<file path="config.mk">
export PLATFORM = sky130hd
export DESIGN_NAME = id_ex_stage
export DESIGN_NICKNAME = d
export VERILOG_FILES = /design/src/rtl/cpu_pkg.sv /design/src/rtl/fwd_mux.sv /design/src/rtl/id_ex_stage.sv
export SDC_FILE = /design/constraint.sdc
export NUM_CORES = 1
export LEC_CHECK = 0
export ABC_CLOCK_PERIOD_IN_PS = 2100
export BUFFER_PORTS_ARGS = -buffer_cell sky130_fd_sc_hd__buf_2
export CAP_MARGIN = 20
export CELL_PAD_IN_SITES_DETAIL_PLACEMENT = 1
export CELL_PAD_IN_SITES_GLOBAL_PLACEMENT = 1
export CORE_MARGIN = 1
export CORE_UTILIZATION = 38
export DETAILED_ROUTE_END_ITERATION = 8
export PLACE_DENSITY_LB_ADDON = 0.2
export RECOVER_POWER = 50
export SLEW_MARGIN = 20
export SYNTH_ARGS = -nofsm -noshare
export SYNTH_HDL_FRONTEND = slang
export SYNTH_HIERARCHICAL = 1
export SYNTH_SLANG_ARGS = --single-unit
</file>
<file path="constraint.sdc">
create_clock -name clk -period 2.1 [get_ports clk]
set_input_delay 0.21 -clock clk [delete_from_list [all_inputs] [get_ports clk]]
set_output_delay 0.21 -clock clk [all_outputs]
set_load 0.1 [all_outputs]
</file>
<file path="src/rtl/cpu_pkg.sv">
// Shared widths, ALU op codes and control payload for the 16-bit RISC core.
package cpu_pkg;

    localparam int unsigned DATA_W = 16;
    localparam int unsigned REG_AW = 3;
    localparam int unsigned OP_W   = 3;

    localparam logic [OP_W-1:0] ALU_ADD = OP_W'(0);
    localparam logic [OP_W-1:0] ALU_SUB = OP_W'(1);
    localparam logic [OP_W-1:0] ALU_NOT = OP_W'(2);
    localparam logic [OP_W-1:0] ALU_SHL = OP_W'(3);
    localparam logic [OP_W-1:0] ALU_SHR = OP_W'(4);
    localparam logic [OP_W-1:0] ALU_AND = OP_W'(5);
    localparam logic [OP_W-1:0] ALU_OR  = OP_W'(6);
    localparam logic [OP_W-1:0] ALU_SLT = OP_W'(7);

    localparam logic [REG_AW-1:0] REG_ZERO = REG_AW'(0);

    // Memory/writeback control bits carried alongside an instruction.
    typedef struct packed {
        logic reg_write;
        logic mem_read;
        logic mem_write;
    } ctrl_t;

endpackage

</file>
<file path="src/rtl/fwd_mux.sv">
// Operand forwarding select for one source register: r0, EX/MEM, WB, then register file.
module fwd_mux
    import cpu_pkg::*;
(
    input  logic [REG_AW-1:0] src_addr,
    input  logic [DATA_W-1:0] rf_data,
    input  logic              exm_reg_write,
    input  logic              exm_mem_read,
    input  logic [REG_AW-1:0] exm_rd_addr,
    input  logic [DATA_W-1:0] exm_data,
    input  logic              wb_reg_write,
    input  logic [REG_AW-1:0] wb_rd_addr,
    input  logic [DATA_W-1:0] wb_data,
    output logic [DATA_W-1:0] fwd_data_c
);

    // A pending load in EX/MEM has no data yet, so it never forwards from there.
    always_comb begin
        fwd_data_c = rf_data;
        if (src_addr == REG_ZERO) begin
            fwd_data_c = '0;
        end else if (exm_reg_write && !exm_mem_read && (exm_rd_addr == src_addr)) begin
            fwd_data_c = exm_data;
        end else if (wb_reg_write && (wb_rd_addr == src_addr)) begin
            fwd_data_c = wb_data;
        end
    end

endmodule

</file>
<file path="src/rtl/id_ex_stage.sv">
// ID/EX pipeline register: operand forwarding, immediate select and load-use stall
// in front of the execute-stage ALU.
module id_ex_stage
    import cpu_pkg::*;
(
    input  logic              clk,
    input  logic              rst_n,
    input  logic              flush,
    input  logic              in_valid,
    output logic              in_ready,
    input  logic [REG_AW-1:0] in_rs_addr,
    input  logic [REG_AW-1:0] in_rt_addr,
    input  logic [REG_AW-1:0] in_rd_addr,
    input  logic [DATA_W-1:0] in_rs_data,
    input  logic [DATA_W-1:0] in_rt_data,
    input  logic [DATA_W-1:0] in_imm,
    input  logic              in_use_imm,
    input  logic [OP_W-1:0]   in_alu_cnt,
    input  logic              in_reg_write,
    input  logic              in_mem_read,
    input  logic              in_mem_write,
    input  logic              exm_reg_write,
    input  logic              exm_mem_read,
    input  logic [REG_AW-1:0] exm_rd_addr,
    input  logic [DATA_W-1:0] exm_data,
    input  logic              wb_reg_write,
    input  logic [REG_AW-1:0] wb_rd_addr,
    input  logic [DATA_W-1:0] wb_data,
    output logic              out_valid,
    input  logic              out_ready,
    output logic [DATA_W-1:0] out_a,
    output logic [DATA_W-1:0] out_b,
    output logic [OP_W-1:0]   out_alu_cnt,
    output logic [DATA_W-1:0] out_store_data,
    output logic [REG_AW-1:0] out_rd_addr,
    output logic              out_reg_write,
    output logic              out_mem_read,
    output logic              out_mem_write,
    output logic              hazard_stall
);

    logic [DATA_W-1:0] fwd_rs;
    logic [DATA_W-1:0] fwd_rt;
    logic              load_use;
    logic              rt_needed;
    logic              slot_free;
    logic              accept;
    ctrl_t             ctrl_q;

    fwd_mux u_fwd_rs (
        .src_addr      (in_rs_addr),
        .rf_data       (in_rs_data),
        .exm_reg_write (exm_reg_write),
        .exm_mem_read  (exm_mem_read),
        .exm_rd_addr   (exm_rd_addr),
        .exm_data      (exm_data),
        .wb_reg_write  (wb_reg_write),
        .wb_rd_addr    (wb_rd_addr),
        .wb_data       (wb_data),
        .fwd_data_c    (fwd_rs)
    );

    fwd_mux u_fwd_rt (
        .src_addr      (in_rt_addr),
        .rf_data       (in_rt_data),
        .exm_reg_write (exm_reg_write),
        .exm_mem_read  (exm_mem_read),
        .exm_rd_addr   (exm_rd_addr),
        .exm_data      (exm_data),
        .wb_reg_write  (wb_reg_write),
        .wb_rd_addr    (wb_rd_addr),
        .wb_data       (wb_data),
        .fwd_data_c    (fwd_rt)
    );

    // rt only matters when it feeds operand B or supplies store data.
    always_comb begin
        rt_needed = !in_use_imm || in_mem_write;
        load_use  = exm_mem_read && exm_reg_write && (exm_rd_addr != REG_ZERO) &&
                    ((exm_rd_addr == in_rs_addr) ||
                     ((exm_rd_addr == in_rt_addr) && rt_needed));
    end

    assign hazard_stall = in_valid && load_use;
    assign slot_free    = !out_valid || out_ready;
    assign in_ready     = !flush && !hazard_stall && slot_free;
    assign accept       = in_valid && in_ready;

    // Flush beats capture; an empty or drained slot turns into a bubble with control cleared.
    always_ff @(posedge clk or negedge rst_n) begin
        if (!rst_n) begin
            out_valid      <= 1'b0;
            out_a          <= '0;
            out_b          <= '0;
            out_alu_cnt    <= ALU_ADD;
            out_store_data <= '0;
            out_rd_addr    <= REG_ZERO;
            ctrl_q         <= '0;
        end else if (flush) begin
            out_valid <= 1'b0;
            ctrl_q    <= '0;
        end else if (accept) begin
            out_valid      <= 1'b1;
            out_a          <= fwd_rs;
            out_b          <= in_use_imm ? in_imm : fwd_rt;
            out_alu_cnt    <= in_alu_cnt;
            out_store_data <= fwd_rt;
            out_rd_addr    <= in_rd_addr;
            ctrl_q         <= '{reg_write: in_reg_write,
                                mem_read:  in_mem_read,
                                mem_write: in_mem_write};
        end else if (slot_free) begin
            out_valid <= 1'b0;
            ctrl_q    <= '0;
        end
    end

    assign out_reg_write = ctrl_q.reg_write;
    assign out_mem_read  = ctrl_q.mem_read;
    assign out_mem_write = ctrl_q.mem_write;

endmodule

</file>
==> run summary, run 1 <==
The worst setup path is of the in -> reg kind. The worst setup path is launched from a primary input. The initial antenna violation count is 0. The kind of end point of the critical path was a register. Clock-pin slew was measured on the worst setup and hold paths at 0.06 ns.

Setup repair after global routing left no endpoint under its margin. The total power of the final layout was 6.71 mW; the number of warnings reported in the yosys synthesis log was 6. The logs give 0.19 ns for the flop-to-flop setup slack and 71 for the pin count of the biggest net entering global routing. The tools report the count of final hold-check violations as 0. Summed over all cells, the static leakage comes to 2.98 nW. Input and output buffers added on the ports amount to 169.

The share of async-settable or async-resettable flops after synthesis came out at 1.00. Sorting the synthesized cells by how often they occur yields 109 x nand3_1, 71 x a21oi_1, 62 x clkbuf_1. The global-route usage over all layers was 0.317; the sequential element share of the synthesized area was 0.278. Total overflow reported by the global router: 0. For the max-slew headroom at the worst pin, the log shows 0.208. Worst hold-check path type: in -> reg. Measured along the x axis, the die boundary spans 119 um. The end point of the critical path is out_store_data[10]$_DFFE_PN0P_. The synthesized design spends more area on one cell type than any other, namely dfrtp_1. After the first detailed-routing iteration, the DRC count stood at 627. TritonCTS built the clock tree. For the worst setup path, the data required time is 2.38 ns. The share of the core filled with cells is 0.522. The per-instance average area after synthesis was 8.27 um^2.

For the count of unique library cells instantiated by Yosys, the log shows 34. The total area inside the core boundary comes to 13300 um^2. The endpoint identified for the worst register-to-register timing path is out_a[2]$_DFFE_PN0P_. Compared with the post-synthesis result, the final layout area differs by 33.1%. The clock tree skew after final layout was 0.00870 ns; the full die area was 14200 um^2. At the later pin of the worst-skew pair, clock insertion delay measures 0.35 ns. After detailed routing, the average wire length per cell comes to 22.9 um. Measured in cells, the most critical reg-to-reg path has a length of 6. For the number of nets in the layout, the log shows 911.

Data arrives at the worst endpoint at 2.29 ns. The first detailed-routing pass took 5 iterations. After synthesis the cells add up to 5220 um^2. The minimum period implied by the final worst setup slack works out to 2.00 ns.

When the netlist entered floorplanning its net count stood at 741. The total count of max-transition violations in the final report came out at 0. The tools report the timing startpoint of the critical path as in_rt_addr[0].

Fraction of final layout cells with drive strength greater than 1: 0.308. For the half-perimeter wire length after placement, the log shows 15.3 mm. In this run, CTS created clock tree buffers numbering 9. Number of instances in the synthesized netlist: 631. The most numerous cell in the Yosys netlist is nand3_1. Routability-driven placement finished with a final weighted congestion of 0.938. The global-route wire length before repair is 34.9 mm. The highest net fanout along the worst path was 16.

For this run, the leading register cell type out of synthesis is dfrtp_1. The initial standard-cell utilization of the core was 0.392; the post-route fraction of the period consumed by the critical path was 0.954. Clock tree synthesis found a total of 58 sinks. The maximum vdd drop was 587 uV; the count of max-cap constraint violations was 0. The number of setup violations in the final report is 0.

The flow ran to the end, and the final reports show no timing, DRC or antenna violations. Counting along the longest clock path gives a buffer depth of 2. 170 I/O pins were placed. The tools report the number of design rule violations left after detail routing as 0.

The height of the die came out at 119 um. The run gives 6211 as the number of global-route vias before repair. The count of flip-flops with a built-in enable after synthesis was 0; the maximum clock frequency was 499 MHz. After detailed routing, the total wire length is 22.5 mm. For the pin with the worst max-slew slack, the measured transition is 1.19 ns.

For the final routed database, the setup TNS stands at 0 ns. The root buffer cell was clkbuf_16. The final antenna diode count is 0. In this run the critical register-to-register path is launched from out_valid$_DFFE_PN0P_.

After synthesis the netlist holds a flip-flop and latch count of 58. Number of levels the H-tree was split into: 3. After floorplanning, the core was divided into 42 placement rows.

Dividing the detail-routed via count by the number of cells gives 6.32. Detailed routing inserted a total of 6202 vias. Number of antenna-violating nets in the routed design: 0. The portion of synthesized cell area occupied by the leading cell type is 0.278. After synthesis, the cell types taking the most area are dfrtp_1 28%, nand3_1 10%, o31a_1 9.1%. The power density normalized to cell area was 965 nW/um^2.
-- report_power, final --
| group | switching (mW) | leakage (nW) | internal [mW] |
|---|---|---|---|
| registers | 0.239 | 0.687 | 1.37 |
| logic | 2.80 | 2.15 | 0.817 |
| clock network | 0.571 | 0.142 | 0.909 |
-- state kept, by name, indices dropped and copies added (netlist names) --
register / count
out_b: 16
out_mem_read: 1
out_a: 16
out_alu_cnt: 3
out_mem_write: 1
out_valid: 1
out_rd_addr: 3
out_reg_write: 1
out_store_data: 16
-- routing by layer --
layer / global-route usage / share of wire
met1: 0.441 / 0.44
met4: 0.116 / 0.029
met5: 0 / 0
met3: 0.0431 / 0.059
met2: 0.498 / 0.47
-- cell usage in the layout, fill, tap and decap left out, types with 2 or more instances in the layout --
master | Yosys | layout
mux2i_1 | 32 | 32
inv_1 | 3 | 3
dfrtp_1 | 58 | 57
xnor2_1 | 15 | 15
a21oi_1 | 71 | 69
o31ai_1 | 16 | 16
xor2_1 | 3 | 3
buf_2 | 11 | 137
nand2b_1 | 3 | 3
nand2_1 | 4 | 4
o211ai_1 | 54 | 54
or3_1 | 3 | 3
nor4b_1 | 38 | 35
mux2_1 | 9 | 9
nand4_4 | 2 | 2
o31a_1 | 54 | 54
mux2_2 | 7 | 7
o21ai_0 | 32 | 32
clkinv_2 | 0 | 4
or4_1 | 16 | 16
buf_4 | 1 | 63
nor2b_1 | 3 | 2
nor3_4 | 0 | 2
buf_12 | 0 | 12
o41ai_1 | 3 | 3
nor4b_2 | 0 | 3
clkbuf_16 | 0 | 9
clkbuf_1 | 62 | 31
nand3_1 | 109 | 109
nand4_1 | 3 | 3
-- kinds of logic (layout without fill, tap and decap cells) --
logic type	Yosys count	count (layout)	synth area share
AO/OA/AOI/OAI	231	231	0.296
flip-flops	58	58	0.278
buffers and inverters	88	263	0.0739
AND/OR/NAND/NOR	188	188	0.225
multiplexers	48	48	0.0959
XOR/XNOR	18	18	0.0302
-- per-stage QoR --
step | hold slack, ns | worst slack [ns] | cells | cell area [um^2]
global route | 0.131 | 0.0107 | 982 | 6950
global placement | 0.280 | -0.335 | 959 | 6630
floorplan | -0.0856 | 0.00478 | 631 | 5260
CTS | 0.107 | 0.0302 | 976 | 6930
finish | 0.107 | 0.0960 | 982 | 6950
detailed placement | 0.282 | -0.336 | 959 | 6630
-- worst min-delay path by stage --
stage | endpoint | cells after the start | startpoint
final | out_mem_read$_DFFE_PN0P_ | 3 | in_mem_read
after global routing | out_mem_read$_DFFE_PN0P_ | 3 | in_mem_read
after CTS | out_mem_read$_DFFE_PN0P_ | 3 | in_mem_read
after detailed placement | out_b[8]$_DFFE_PN0P_ | 1 | rst_n
after global placement | out_b[8]$_DFFE_PN0P_ | 1 | rst_n
after floorplan | out_a[0]$_DFFE_PN0P_ | 0 | rst_n
-- final cells by class --
cell class | count | area [um^2]
Multi-Input combinational cell | 485 | 3450
Sequential cell | 58 | 1460
Inverter | 4 | 15.0
Clock buffer | 10 | 229
Clock inverter | 6 | 57.6
Timing Repair Buffer | 243 | 1520
Fill cell | 1646 | 6350
Tap cell | 176 | 220
-- worst max-delay path, cell delays in order --
cell,delay (ns)
buf_2,0.13
xnor2_1,0.28
nand4_4,0.14
buf_12,0.19
mux2i_1,0.13
a21oi_1,0.29
nor4b_1,0.55
buf_4,0.22
nand3_1,0.07
nand3_1,0.09
-- timing repair --
action | 4_1_cts | 5_1_grt
endpoints found under the hold margin | 23 | 0
buffers inserted | 0 | 6
endpoints found under the setup margin | 0 | 5
hold buffers | 1 | 0
gates resized for setup | 0 | 4
No activity file was read; power rests on OpenSTA's default activity.
==> run 2: changes to the inputs <==
--- a/config.mk
+++ b/config.mk
@@ -5,18 +5,15 @@
 export SDC_FILE = /design/constraint.sdc
 export NUM_CORES = 1
 export LEC_CHECK = 0
-export ABC_CLOCK_PERIOD_IN_PS = 2100
 export BUFFER_PORTS_ARGS = -buffer_cell sky130_fd_sc_hd__buf_2
 export CAP_MARGIN = 20
 export CELL_PAD_IN_SITES_DETAIL_PLACEMENT = 1
 export CELL_PAD_IN_SITES_GLOBAL_PLACEMENT = 1
 export CORE_MARGIN = 1
-export CORE_UTILIZATION = 38
+export CORE_UTILIZATION = 34
 export DETAILED_ROUTE_END_ITERATION = 8
 export PLACE_DENSITY_LB_ADDON = 0.2
-export RECOVER_POWER = 50
 export SLEW_MARGIN = 20
 export SYNTH_ARGS = -nofsm -noshare
 export SYNTH_HDL_FRONTEND = slang
-export SYNTH_HIERARCHICAL = 1
 export SYNTH_SLANG_ARGS = --single-unit
==> run 2 against run 1 <==
  * Non-clock buffer count down 36
  * Largest power group unchanged
  * Global-route usage down 6.1 points
  * Highest routed layer unchanged
  * Fmax down 0.68%
  * Count of clock-buffer cells in the layout up 1
  * Die area down 23%
  * First-iteration DRC count down 80%
  * Critical path type is now in -> out
  * Synthesized cell count down 37%
  * Largest cell class unchanged
  * Design area down 27%
==> run summary, run 2 <==
The largest registers in the layout are out_a x16, out_b x16, out_store_data x16. For this block, the via count after detailed routing is 3917. The clock tree skew after final layout came out at 0.00931 ns.

Setup violations remaining at the end of the flow were counted as 0. Count of unique library cells instantiated by Yosys: 44. In the synthesized netlist, the number of instances is 398. The floorplan step defined a core boundary enclosing 10300 um^2. In the layout the commonest cells are 167 x buf_2, 59 x nand2_1, 57 x dfrtp_1, 35 x buf_4, 30 x a21oi_1. The tools report the total count of max-transition violations in the final report as 0.

dfrtp_1 takes more of the synthesized area than any other cell. After detailed routing, the number of remaining DRC violations is 0. The logs give 4042 for the number of global-route vias before repair and 0 for the number of antenna-violating nets in the routed design.

Among all cell types in the netlist, the one instantiated most often is nand2_1. The share of async-settable or async-resettable flops after synthesis was 1.00. Row generation in the floorplan step produced 37 rows.

The total overflow left after global routing is 0. In this run the post-CTS setup repair buffer count came out at 0. The full die area was 10900 um^2.

The worst setup path is launched from a primary input. The final RePlAce weighted congestion is 0.890, and the average vias per placed instance is 5.41. Measured in cells, the most critical reg-to-reg path has a length of 5. The latest clock arrival within the worst-skew pair was 0.33 ns. The signed area change from the synthesized netlist to the final layout was 41.5%; the minimum setup slack in the final design was 0.0823 ns.

The final routed wirelength across all metal layers is 13.6 mm. The tools report the global-route usage over all layers as 0.256. Worst hold-check path type: in -> reg. The H-tree was split into 3 levels.

By count the netlist is led by 60 x nand2_1, 58 x dfrtp_1, 30 x a21oi_1. After layout, the minimum clock period comes to 2.02 ns. In the synthesized netlist the dominant register cell turns out to be dfrtp_1.

170 I/O pins were placed. The required arrival time at the worst endpoint came out at 1.89 ns. The library cell used most frequently in the layout, excluding fill and tap cells, is buf_2. The initial standard-cell utilization of the core was 0.348; the total power of the final layout was 5.17 mW. The global-route wire length before repair came out at 21.9 mm. By area the synthesized netlist is led by dfrtp_1 41%, mux2_1 6.6%, nand2_1 6.3%. The fraction of final layout cells with drive strength greater than 1 works out to 0.430.

The tools report the max-slew headroom at the worst pin as 0.578. When the netlist entered floorplanning its net count stood at 508. After synthesis, the mean cell area works out to 8.99 um^2. The post-route fraction of the period consumed by the critical path works out to 0.961. Along the worst hold path, the cell count comes to 2.

The highest net fanout along the worst path works out to 23. The startpoint identified for the worst hold timing path is in_alu_cnt[2]. The root buffer cell was clkbuf_8. Dividing total power by cell area gives a power density of 1020 nW/um^2. The first detailed-routing pass took 4 iterations. The number of clock buffers added by TritonCTS is 9. The count of routing violations after the opening detailed-route iteration came out at 128. VDD sags by at most 579 uV.

The portion of synthesized cell area occupied by the leading cell type works out to 0.405. The count of final hold-check violations was 0. The timing startpoint of the critical path was in_rt_addr[1]. The number of buffers added on ports is 169, and the flip-flop and latch count after synthesis is 58. Max-cap violations in this run came to 0. The tools report the initial antenna violation count as 0.

For this run, the top clock speed supported by timing is 496 MHz. The pin count of the biggest net entering global routing came out at 34. For the worst setup path, the data arrival time is 1.81 ns. The number of antenna diodes in the final layout is 0. For the pin with the worst max-slew slack, the measured transition is 0.633 ns. The height of the die came out at 105 um.

TritonCTS sink count: 58. The clock passes through at most 2 buffers. For the sequential element share of the synthesized area, the log shows 0.405. The flow ran to the end, and the final reports show no timing, DRC or antenna violations. The logs give 3580 um^2 for the summed instance area of the synthesized netlist and 693 for the number of nets in the layout. At the placement stage, the worst setup path has a slack of -0.297 ns. TritonCTS built the clock tree. The logs give 0 for the number of warnings reported in the yosys synthesis log and 2.34 nW for the leakage dissipation. The synthesized design contains 0 enable-type register cells.

The final routed wire length divided by cell count was 18.9 um. The die extent in x came out at 105 um. The share of the core filled with cells was 0.493; the half-perimeter wire length after placement was 10.4 mm. The worst setup path is captured at a primary output. The worst setup path is of the in -> out kind. Clock-pin slew was measured on the worst setup and hold paths at 0.07 ns. The startpoint identified for the worst register-to-register timing path is out_valid$_DFFE_PN0P_.
-- run 2: cell types whose count changed after synthesis, sizes merged, moves of 24 or more --
cell / previous run / this run
nor4: 0 / 24
o31a: 54 / 0
nand3: 109 / 2
a21oi: 71 / 30
nor4b: 38 / 0
clkbuf: 62 / 21
mux2i: 32 / 0
o211ai: 54 / 9
nand2: 4 / 60
-- run 2: stage by stage --
step	area [um^2]	cells	hold slack (ns)	TNS (ns)
2_1_floorplan	3670	398	-0.0856	-0.0470
3_3_place_gp	4820	705	0.264	-3.97
3_5_place_dp	4820	705	0.265	-7.88
4_1_cts	5040	723	0.0830	0
5_1_grt	5070	724	0.0791	-0.00316
6_report	5070	724	0.0918	0
-- run 2: final cells by class --
cell class                      count  area [um^2]
Sequential cell                    58         1460
Tap cell                          136          170
Timing Repair Buffer              207         1170
Clock inverter                      5         53.8
Clock buffer                       11          141
Multi-Input combinational cell    305         2060
Inverter                            2         10.0
Fill cell                        1280         5210
-- run 2: what timing repair did --
action,4_1_cts,5_1_grt
gates cloned,1,1
hold buffers,1,0
endpoints found under the hold margin,25,0
setup endpoints to repair,39,21
pin swaps,1,2
resized for setup,3,6
-- run 2: worst paths after layout --
path                       slack (ns)                    endpoint
setup reg to reg                 0.17  out_alu_cnt[2]$_DFFE_PN0P_
setup / recovery                 0.08                    in_ready
min in group asynchronous        0.43   out_mem_write$_DFFE_PN0P_
hold / removal                   0.09  out_alu_cnt[2]$_DFFE_PN0P_
hold reg to reg                  0.48  out_rd_addr[0]$_DFFE_PN0P_
max in group asynchronous        1.04        out_b[2]$_DFFE_PN0P_
-- run 2: logic make-up (layout without fill, tap and decap cells) --
logic type | after synthesis | in the layout | synth area share
compound gates | 131 | 131 | 0.258
simple gates | 138 | 140 | 0.190
buf+inv | 37 | 225 | 0.0482
flops | 58 | 58 | 0.405
xor+xnor | 12 | 12 | 0.0294
mux | 22 | 22 | 0.0692
-- run 2: worst max-delay path, stage by stage --
cell,delay (ns)
buf_2,0.14
xor2_4,0.19
a2111oi_2,0.41
o21ai_2,0.15
inv_4,0.15
buf_8,0.21
nor3_4,0.06
clkbuf_4,0.28
-- run 2: power by group --
group	switching, mW	internal, mW
combinational	2.15	0.514
sequential	0.118	1.33
clock	0.481	0.577
-- run 2: per-layer routing --
layer / vias to the layer above / GRT usage / part of all wire
met5: - / 0 / 0
met4: 0 / 0.0654 / 0.0093
met3: 9 / 0.0505 / 0.057
met2: 132 / 0.408 / 0.47
met1: 1892 / 0.354 / 0.46
li1: 1884 / - / -
